## src/rtl/utf_pkg.sv

```systemverilog
// Shared constants and state type for the UTF-16 encoder slice.
package utf_pkg;

  typedef enum logic [1:0] {
    IDLE = 2'b00,
    LOW  = 2'b01
  } state_t;

  localparam logic [15:0] SURR_HI_BASE = 16'hD800;
  localparam logic [15:0] SURR_LO_BASE = 16'hDC00;
  localparam logic [31:0] SUPP_BASE    = 32'h10000;
  localparam logic [31:0] MAX_CP       = 32'h10FFFF;
  localparam logic [15:0] REPL_CHAR    = 16'hFFFD;

endpackage

```

## src/rtl/utf16_cp_classify.sv

```systemverilog
// Combinational classifier: flags code points that cannot be encoded and
// those that need a surrogate pair.
module utf16_cp_classify
  import utf_pkg::*;
(
  input  logic [31:0] cp_in,
  input  logic        cp_err,
  output logic        reject,
  output logic        is_supp
);

  logic is_surrogate;

  // Surrogate halves are never valid scalar values on their own.
  assign is_surrogate = (cp_in >= {16'h0000, SURR_HI_BASE}) &&
                        (cp_in <= {16'h0000, SURR_LO_BASE | 16'h03FF});

  assign reject  = cp_err || (cp_in > MAX_CP) || is_surrogate;
  assign is_supp = (cp_in >= SUPP_BASE);

endmodule

```

## src/rtl/utf16_encoder.sv

```systemverilog
// Code point to UTF-16 encoder with ready/valid ports on both sides.
// Define UTF16_REPLACE_EN to emit REPL for rejected characters.
module utf16_encoder
  import utf_pkg::*;
#(
  parameter int          CNT_W = 16,
  parameter logic [15:0] REPL  = REPL_CHAR
)
(
  input  logic             clk,
  input  logic             rst,
  input  logic [31:0]      cp_in,
  input  logic             cp_err,
  input  logic             cp_valid,
  output logic             cp_ready,
  output logic [15:0]      u16_out,
  output logic             u16_last,
  output logic             u16_valid,
  input  logic             u16_ready,
  output logic             err,
  output logic [CNT_W-1:0] char_cnt,
  output logic [CNT_W-1:0] err_cnt
);

  state_t           state, state_n;
  logic [15:0]      lo_unit, lo_unit_n;
  logic [15:0]      out_n;
  logic             last_n, valid_n, err_n;
  logic [CNT_W-1:0] char_cnt_n, err_cnt_n;
  logic             reject, is_supp, accept;
  logic [19:0]      supp_off;

  utf16_cp_classify u_classify (
    .cp_in   (cp_in),
    .cp_err  (cp_err),
    .reject  (reject),
    .is_supp (is_supp)
  );

  assign cp_ready = !rst && (state == IDLE) && (!u16_valid || u16_ready);
  assign accept   = cp_valid && cp_ready;
  assign supp_off = 20'(cp_in - SUPP_BASE);

  always_comb begin
    state_n    = state;
    lo_unit_n  = lo_unit;
    out_n      = u16_out;
    last_n     = u16_last;
    valid_n    = u16_valid && !u16_ready;
    err_n      = 1'b0;
    char_cnt_n = char_cnt;
    err_cnt_n  = err_cnt;
    case (state)
      IDLE: begin
        if (accept) begin
          if (reject) begin
            err_n     = 1'b1;
            err_cnt_n = err_cnt + CNT_W'(1);
`ifdef UTF16_REPLACE_EN
            out_n     = REPL;
            last_n    = 1'b1;
            valid_n   = 1'b1;
`else
            // Accept implies the output register is free, so this stays invisible.
            out_n     = REPL;
            last_n    = 1'b0;
`endif
          end else if (is_supp) begin
            out_n      = SURR_HI_BASE | {6'b0, supp_off[19:10]};
            lo_unit_n  = SURR_LO_BASE | {6'b0, supp_off[9:0]};
            last_n     = 1'b0;
            valid_n    = 1'b1;
            state_n    = LOW;
            char_cnt_n = char_cnt + CNT_W'(1);
          end else begin
            out_n      = cp_in[15:0];
            last_n     = 1'b1;
            valid_n    = 1'b1;
            char_cnt_n = char_cnt + CNT_W'(1);
          end
        end
      end
      LOW: begin
        // The high surrogate is always on the bus here; swap in the low half.
        if (u16_valid && u16_ready) begin
          out_n     = lo_unit;
          last_n    = 1'b1;
          valid_n   = 1'b1;
          lo_unit_n = 16'h0000;
          state_n   = IDLE;
        end
      end
      default: begin
        state_n = IDLE;
      end
    endcase
  end

  always_ff @(posedge clk) begin
    if (rst) begin
      state     <= IDLE;
      lo_unit   <= 16'h0000;
      u16_out   <= 16'h0000;
      u16_last  <= 1'b0;
      u16_valid <= 1'b0;
      err       <= 1'b0;
      char_cnt  <= '0;
      err_cnt   <= '0;
    end else begin
      state     <= state_n;
      lo_unit   <= lo_unit_n;
      u16_out   <= out_n;
      u16_last  <= last_n;
      u16_valid <= valid_n;
      err       <= err_n;
      char_cnt  <= char_cnt_n;
      err_cnt   <= err_cnt_n;
    end
  end

endmodule

```

## config.mk

```make
export PLATFORM = sky130hd
export DESIGN_NAME = utf16_encoder
export DESIGN_NICKNAME = d
export VERILOG_FILES = /design/src/rtl/utf_pkg.sv /design/src/rtl/utf16_cp_classify.sv /design/src/rtl/utf16_encoder.sv
export SDC_FILE = /design/constraint.sdc
export NUM_CORES = 1
export LEC_CHECK = 0
export CORE_MARGIN = 4
export CORE_UTILIZATION = 53
export CTS_BUF_LIST = sky130_fd_sc_hd__clkbuf_2
export DETAILED_ROUTE_END_ITERATION = 16
export GPL_TIMING_DRIVEN = 0
export PLACE_DENSITY = 0.91
export SLEW_MARGIN = 10
export SYNTH_ARGS = -nofsm -noshare
export SYNTH_HDL_FRONTEND = slang
export SYNTH_SLANG_ARGS = --single-unit
```

## constraint.sdc

```tcl
create_clock -name clk -period 6.1 [get_ports clk]
set_input_delay 1.83 -clock clk [delete_from_list [all_inputs] [get_ports clk]]
set_output_delay 1.83 -clock clk [all_outputs]
set_load 0.02 [all_outputs]
```

==> results.py, run 1 <==
metrics = {
    "place": {
        "dpl_cell_area_sq_mm": 0.004003,
        "hpwlAfterDp_mm": 6.566,
        "portBuffers": 87,
        "routabilityCongestion": 0.9710,
    },
    "critical_path": {
        "cp.required_ps": 4270,
        "critPathLaunchType": "input pin",
        "endpoint_kind": "primary output",
        "crit_arrival_ps": 3310,
        "crit_fanout": 6,
        "crit_type": "in -> out",
    },
    "finish": {
        "layout-drive-gt1-share_pct": 6.263,
        "area_growth_syn_to_layout_pct": 35.83,
        "final_cell_mix": "87 x clkdlybuf4s50_1, 62 x dfxtp_1, 33 x a21oi_1, 31 x o21ai_0, 20 x inv_1",
        "layout_commonest_cell": "clkdlybuf4s50_1",
        "n_antenna_cell": 0,
        "fin_area_sq_mm": 0.004131,
        "fin_nets": 498,
    },
    "synthesis": {
        "ys_seq_area_share_pct": 40.81,
        "synthesis.nets": 400,
        "synth_edf_count": 0,
        "yosys_warnings": 0,
        "synth_cells": 360,
        "synth.ff_latch_count": 62,
        "synthArstFlopShare_pct": 0,
        "synth_cell_type_count": 50,
        "syn_area_sq_mm": 0.003042,
        "postSynthAreaPerCell_sq_um": 8.449,
        "synth-main-ff-cell": "dfxtp_1",
    },
    "global_routing": {
        "use_met2_pct": 42.66,
        "antenna_found_initial": 0,
        "grt_max_degree": 11,
        "grt_pass1_vias": 3259,
        "top_usage_layer": "met2",
        "grt_use_total_pct": 25.27,
        "gr-usage-met3_pct": 4.738,
        "use_met1_pct": 30.41,
        "grt_overflow": 0,
        "grt_pass1_wl_mm": 14.75,
    },
    "routing": {
        "dr_total_vias": 3292,
        "viasPerCell": 6.153,
        "antenna_left": 0,
        "dr.pass1.iters": 5,
        "routedWlPerCell_um": 16.53,
        "drc_errors": 0,
        "drt_iter0_drc": 232,
        "routed_wl_mm": 8.844,
    },
    "power": {
        "p_per_area_mw_per_mm2": 197.2,
        "p_leak_uw": 0.001395,
        "p_total_uw": 814.9,
        "vdd_drop_max_mv": 0.1490,
    },
    "sta": {
        "skew_ps": 19.32,
        "hold_viol_final": 0,
        "fin_crit_ps": 5137,
        "tns_ps": 0,
        "slew_violations": 0,
        "worst_pin_slew_ps": 892.0,
        "post-route-period-util_pct": 84.22,
        "setup_viol": 0,
        "hold_slack_ps": 490.2,
        "fmax_ghz": 0.1946,
        "rsz0062_at_grt": "false",
        "slew_headroom_pct": 40.47,
    },
    "floorplanning": {
        "dieHeight_um": 83.76,
        "pin_count": 89,
        "fp.dieW_um": 83.76,
        "die_area_sq_mm": 0.007015,
        "start_util_pct": 54.90,
        "fp.coreArea_sq_mm": 0.005540,
        "num_rows": 27,
    },
    "clocking": {
        "clock_path_buffers": 2,
        "cts_inserted_buffers": 9,
        "root_buffer": "clkbuf_2",
        "cts_setup_buffers": 0,
        "cts.sinks": 62,
        "htree_levels": 3,
        "clkTransAtPathRegs_ps": 160,
        "clk_latency_ps": 500,
        "cts_hold_buf": 0,
        "cts_tree": "yes",
        "post_cts_resized": 0,
    },
    "outcome": {
        "status": "complete, no violations",
    },
    "job": {
        "maxCapViolCount": 0,
    },
    "hold_path": {
        "hp-class": "reg -> reg",
    },
}
area by class of cell:
type	count	area [sq um]
clock buffer	11	55.05
buffer	19	75.07
tap	72	90.09
timing repair buffer	87	870.8
inverter	20	75.07
multi-input combinational	259	1650
fill	434	1409
clock inverter	5	73.82
sequential	62	1241
critical path, stage by stage:
cell and delay (ps):
clkdlybuf4s50_1 480, nand2b_1 210, and2_1 170, clkdlybuf4s50_1 610
final timing paths:
kind,startpoint,end,slack (ps),cells after the start
min,u16_out[0],u16_out[0],490,1
min reg2reg,u16_out[0],u16_out[0],490,1
max reg2reg,lo_unit[14],lo_unit[9],3770,7
max,u16_ready,cp_ready,960,4
registers in the layout, summed over array words and instances (netlist names):
signal and flops:
lo_unit 11, u16_last 1, err 1, char_cnt 16
u16_out 16, u16_valid 1, err_cnt 16
power by group:
group	total [uW]	internal, uW	switching (uW)
Combinational	104	52.8	51.0
Sequential	423	416	6.77
Clock	288	137	152
Total	815	605	209
synthesized netlist by cell type (8+ instances only):
cell type | number | area, sq um
inv_1 | 20 | 75.07
o211ai_1 | 17 | 127.6
nor3_1 | 8 | 40.04
o31ai_1 | 13 | 97.59
or3_1 | 13 | 81.33
nor2_1 | 15 | 56.30
or4_1 | 13 | 97.59
nand3_1 | 16 | 80.08
a21oi_1 | 33 | 165.2
nand2b_1 | 9 | 56.30
o21ai_0 | 31 | 155.2
clkbuf_1 | 16 | 60.06
dfxtp_1 | 62 | 1241
nor4_1 | 10 | 62.56
nand2_1 | 19 | 71.32
through the flow:
stage               util (%)  cells  setup slack, ps
finish                 74.57    535            962.5
floorplan                  -    360             1900
global route           74.57    535            906.1
global placement       72.24    519            992.2
CTS                    74.57    535            963.0
detailed placement     72.24    519            980.5
layer usage:
metal,vias to the layer above,share of wire [%]
met5,-,0
met4,0,3.3
met3,34,7.5
met2,166,48
met1,1523,41
li1,1569,-
logic make-up (layout without fill, tap and decap cells):
logic type / after synthesis / after routing / synth area share (%)
and+or+nand+nor: 127 / 127 / 24.23
AOI/OAI and AO/OA: 120 / 120 / 25.96
DFF: 62 / 62 / 40.81
buffers and inverters: 39 / 142 / 4.936
xor gates and xnor gates: 5 / 5 / 1.440
muxes: 4 / 4 / 1.399
adders and majority gates: 3 / 3 / 1.234
No activity file was read; power rests on OpenSTA's default activity.
==> inputs of run 2 (changes only) <==
--- a/config.mk
+++ b/config.mk
@@ -6,11 +6,11 @@
 export NUM_CORES = 1
 export LEC_CHECK = 0
 export CORE_MARGIN = 4
-export CORE_UTILIZATION = 53
+export CORE_UTILIZATION = 44
 export CTS_BUF_LIST = sky130_fd_sc_hd__clkbuf_2
 export DETAILED_ROUTE_END_ITERATION = 16
 export GPL_TIMING_DRIVEN = 0
-export PLACE_DENSITY = 0.91
+export PLACE_DENSITY = 0.81
 export SLEW_MARGIN = 10
 export SYNTH_ARGS = -nofsm -noshare
 export SYNTH_HDL_FRONTEND = slang
==> constraint.sdc (replaced) <==
create_clock -name clk -period 4.7 [get_ports clk]
set_input_delay 1.41 -clock clk [delete_from_list [all_inputs] [get_ports clk]]
set_output_delay 1.41 -clock clk [all_outputs]
set_load 0.02 [all_outputs]
==> results.py, run 2 (synthesized netlist as in run 1, its figures left out) <==
metrics = {
    "outcome": {
        "status": "complete, no violations",
    },
    "clocking": {
        "cts_hold_buf": 0,
        "post_cts_resized": 0,
        "clk_latency_ps": 500,
        "clock_path_buffers": 2,
        "cts_setup_buffers": 0,
        "htree_levels": 3,
        "cts_inserted_buffers": 9,
        "root_buffer": "clkbuf_2",
        "clkTransAtPathRegs_ps": 170,
        "cts_tree": "yes",
        "cts.sinks": 62,
    },
    "finish": {
        "n_antenna_cell": 0,
        "area_growth_syn_to_layout_pct": 36.08,
        "final_cell_mix": "87 x clkdlybuf4s50_1, 62 x dfxtp_1, 33 x a21oi_1, 31 x o21ai_0, 20 x inv_1",
        "top_regs": "char_cnt: 16 flops, err_cnt: 16 flops, u16_out: 16 flops",
        "fin_nets": 498,
        "layout_commonest_cell": "clkdlybuf4s50_1",
        "layout-drive-gt1-share_pct": 5.832,
    },
    "place": {
        "portBuffers": 87,
        "routabilityCongestion": 0.8842,
        "hpwlAfterDp_mm": 6.624,
    },
    "sta": {
        "fin_crit_ps": 4259,
        "fmax_ghz": 0.2348,
        "slew_headroom_pct": 34.54,
        "post-route-period-util_pct": 90.61,
        "worst_pin_slew_ps": 981.0,
        "rsz0062_at_grt": "false",
        "hold_viol_final": 0,
        "slew_violations": 0,
        "tns_ps": 0,
        "skew_ps": 17.11,
        "setup_viol": 0,
    },
    "global_routing": {
        "grt_pass1_vias": 2839,
        "grt_max_degree": 11,
        "grt_pass1_wl_mm": 13.74,
        "grt_use_total_pct": 20.50,
        "antenna_found_initial": 0,
        "grt_overflow": 0,
    },
    "job": {
        "maxCapViolCount": 0,
    },
    "power": {
        "vdd_drop_max_mv": 0.1137,
        "p_total_uw": 1050,
        "p_per_area_mw_per_mm2": 253.6,
        "p_leak_uw": 0.001390,
    },
    "routing": {
        "routed_wl_mm": 8.786,
        "antenna_left": 0,
        "drc_errors": 0,
        "dr_total_vias": 3249,
        "drt_iter0_drc": 199,
        "routedWlPerCell_um": 16.18,
        "viasPerCell": 5.983,
        "dr.pass1.iters": 5,
    },
    "floorplanning": {
        "start_util_pct": 45.02,
        "fp.coreArea_sq_mm": 0.006756,
        "fp.dieW_um": 91.15,
        "die_area_sq_mm": 0.008307,
        "num_rows": 30,
        "pin_count": 89,
        "dieHeight_um": 91.15,
    },
    "hold_path": {
        "hp-class": "reg -> reg",
    },
    "critical_path": {
        "cp.required_ps": 3290,
        "crit_fanout": 6,
        "crit_type": "in -> out",
        "crit_arrival_ps": 2850,
        "critPathLaunchType": "input pin",
        "endpoint_kind": "primary output",
    },
}
==> run 2: metrics by stage <==
stage                     instances  cell area (sq um)  util, %  hold WS, ps  setup WS [ps]
final                           543               4139    61.26        493.9          441.5
after global routing            543               4139    61.26        521.4          368.4
after CTS                       543               4139    61.26        491.5          431.7
after floorplan                 360               3042        -        457.2           1340
after detailed placement        527               4013    59.39        456.6          441.2
after global placement          527               4013    59.39        443.1          421.8
==> run 2: layer usage <==
metal / share of wire, % / vias to the layer above / GRT usage (%)
met5: 0 / - / 0
met4: 1.8 / 0 / 8.920
met3: 7.6 / 18 / 4.557
met2: 47 / 142 / 33.60
met1: 44 / 1521 / 25.78
li1: - / 1568 / -
==> run 2: cell type report <==
| cell class | count | area (sq um) |
|---|---|---|
| Timing Repair Buffer | 87 | 870.8 |
| Fill cell | 603 | 2618 |
| Tap cell | 80 | 100.1 |
| Buffer | 19 | 75.07 |
| Inverter | 20 | 75.07 |
| Clock inverter | 6 | 76.32 |
| Sequential cell | 62 | 1241 |
| Clock buffer | 10 | 50.05 |
| Multi-Input combinational cell | 259 | 1650 |
==> run 2: path summary, 6_finish.rpt <==
check,end,slack [ps],startpoint,depth (start not counted)
setup / recovery,cp_ready,440,u16_ready,4
hold / removal,u16_out[0],490,u16_out[0],1
setup reg to reg,lo_unit[9],2370,lo_unit[14],7
hold reg to reg,u16_out[0],490,u16_out[0],1
==> run 2: worst max-delay path: stages <==
cell,delay [ps]
clkdlybuf4s50_1,470
nand2b_1,200
and2_1,170
clkdlybuf4s50_1,600
==> run 2: power breakdown <==
group / switching (uW) / internal (uW)
clock: 195 / 173
sequential: 8.07 / 540
combinational: 65.9 / 68.5
total: 269 / 781
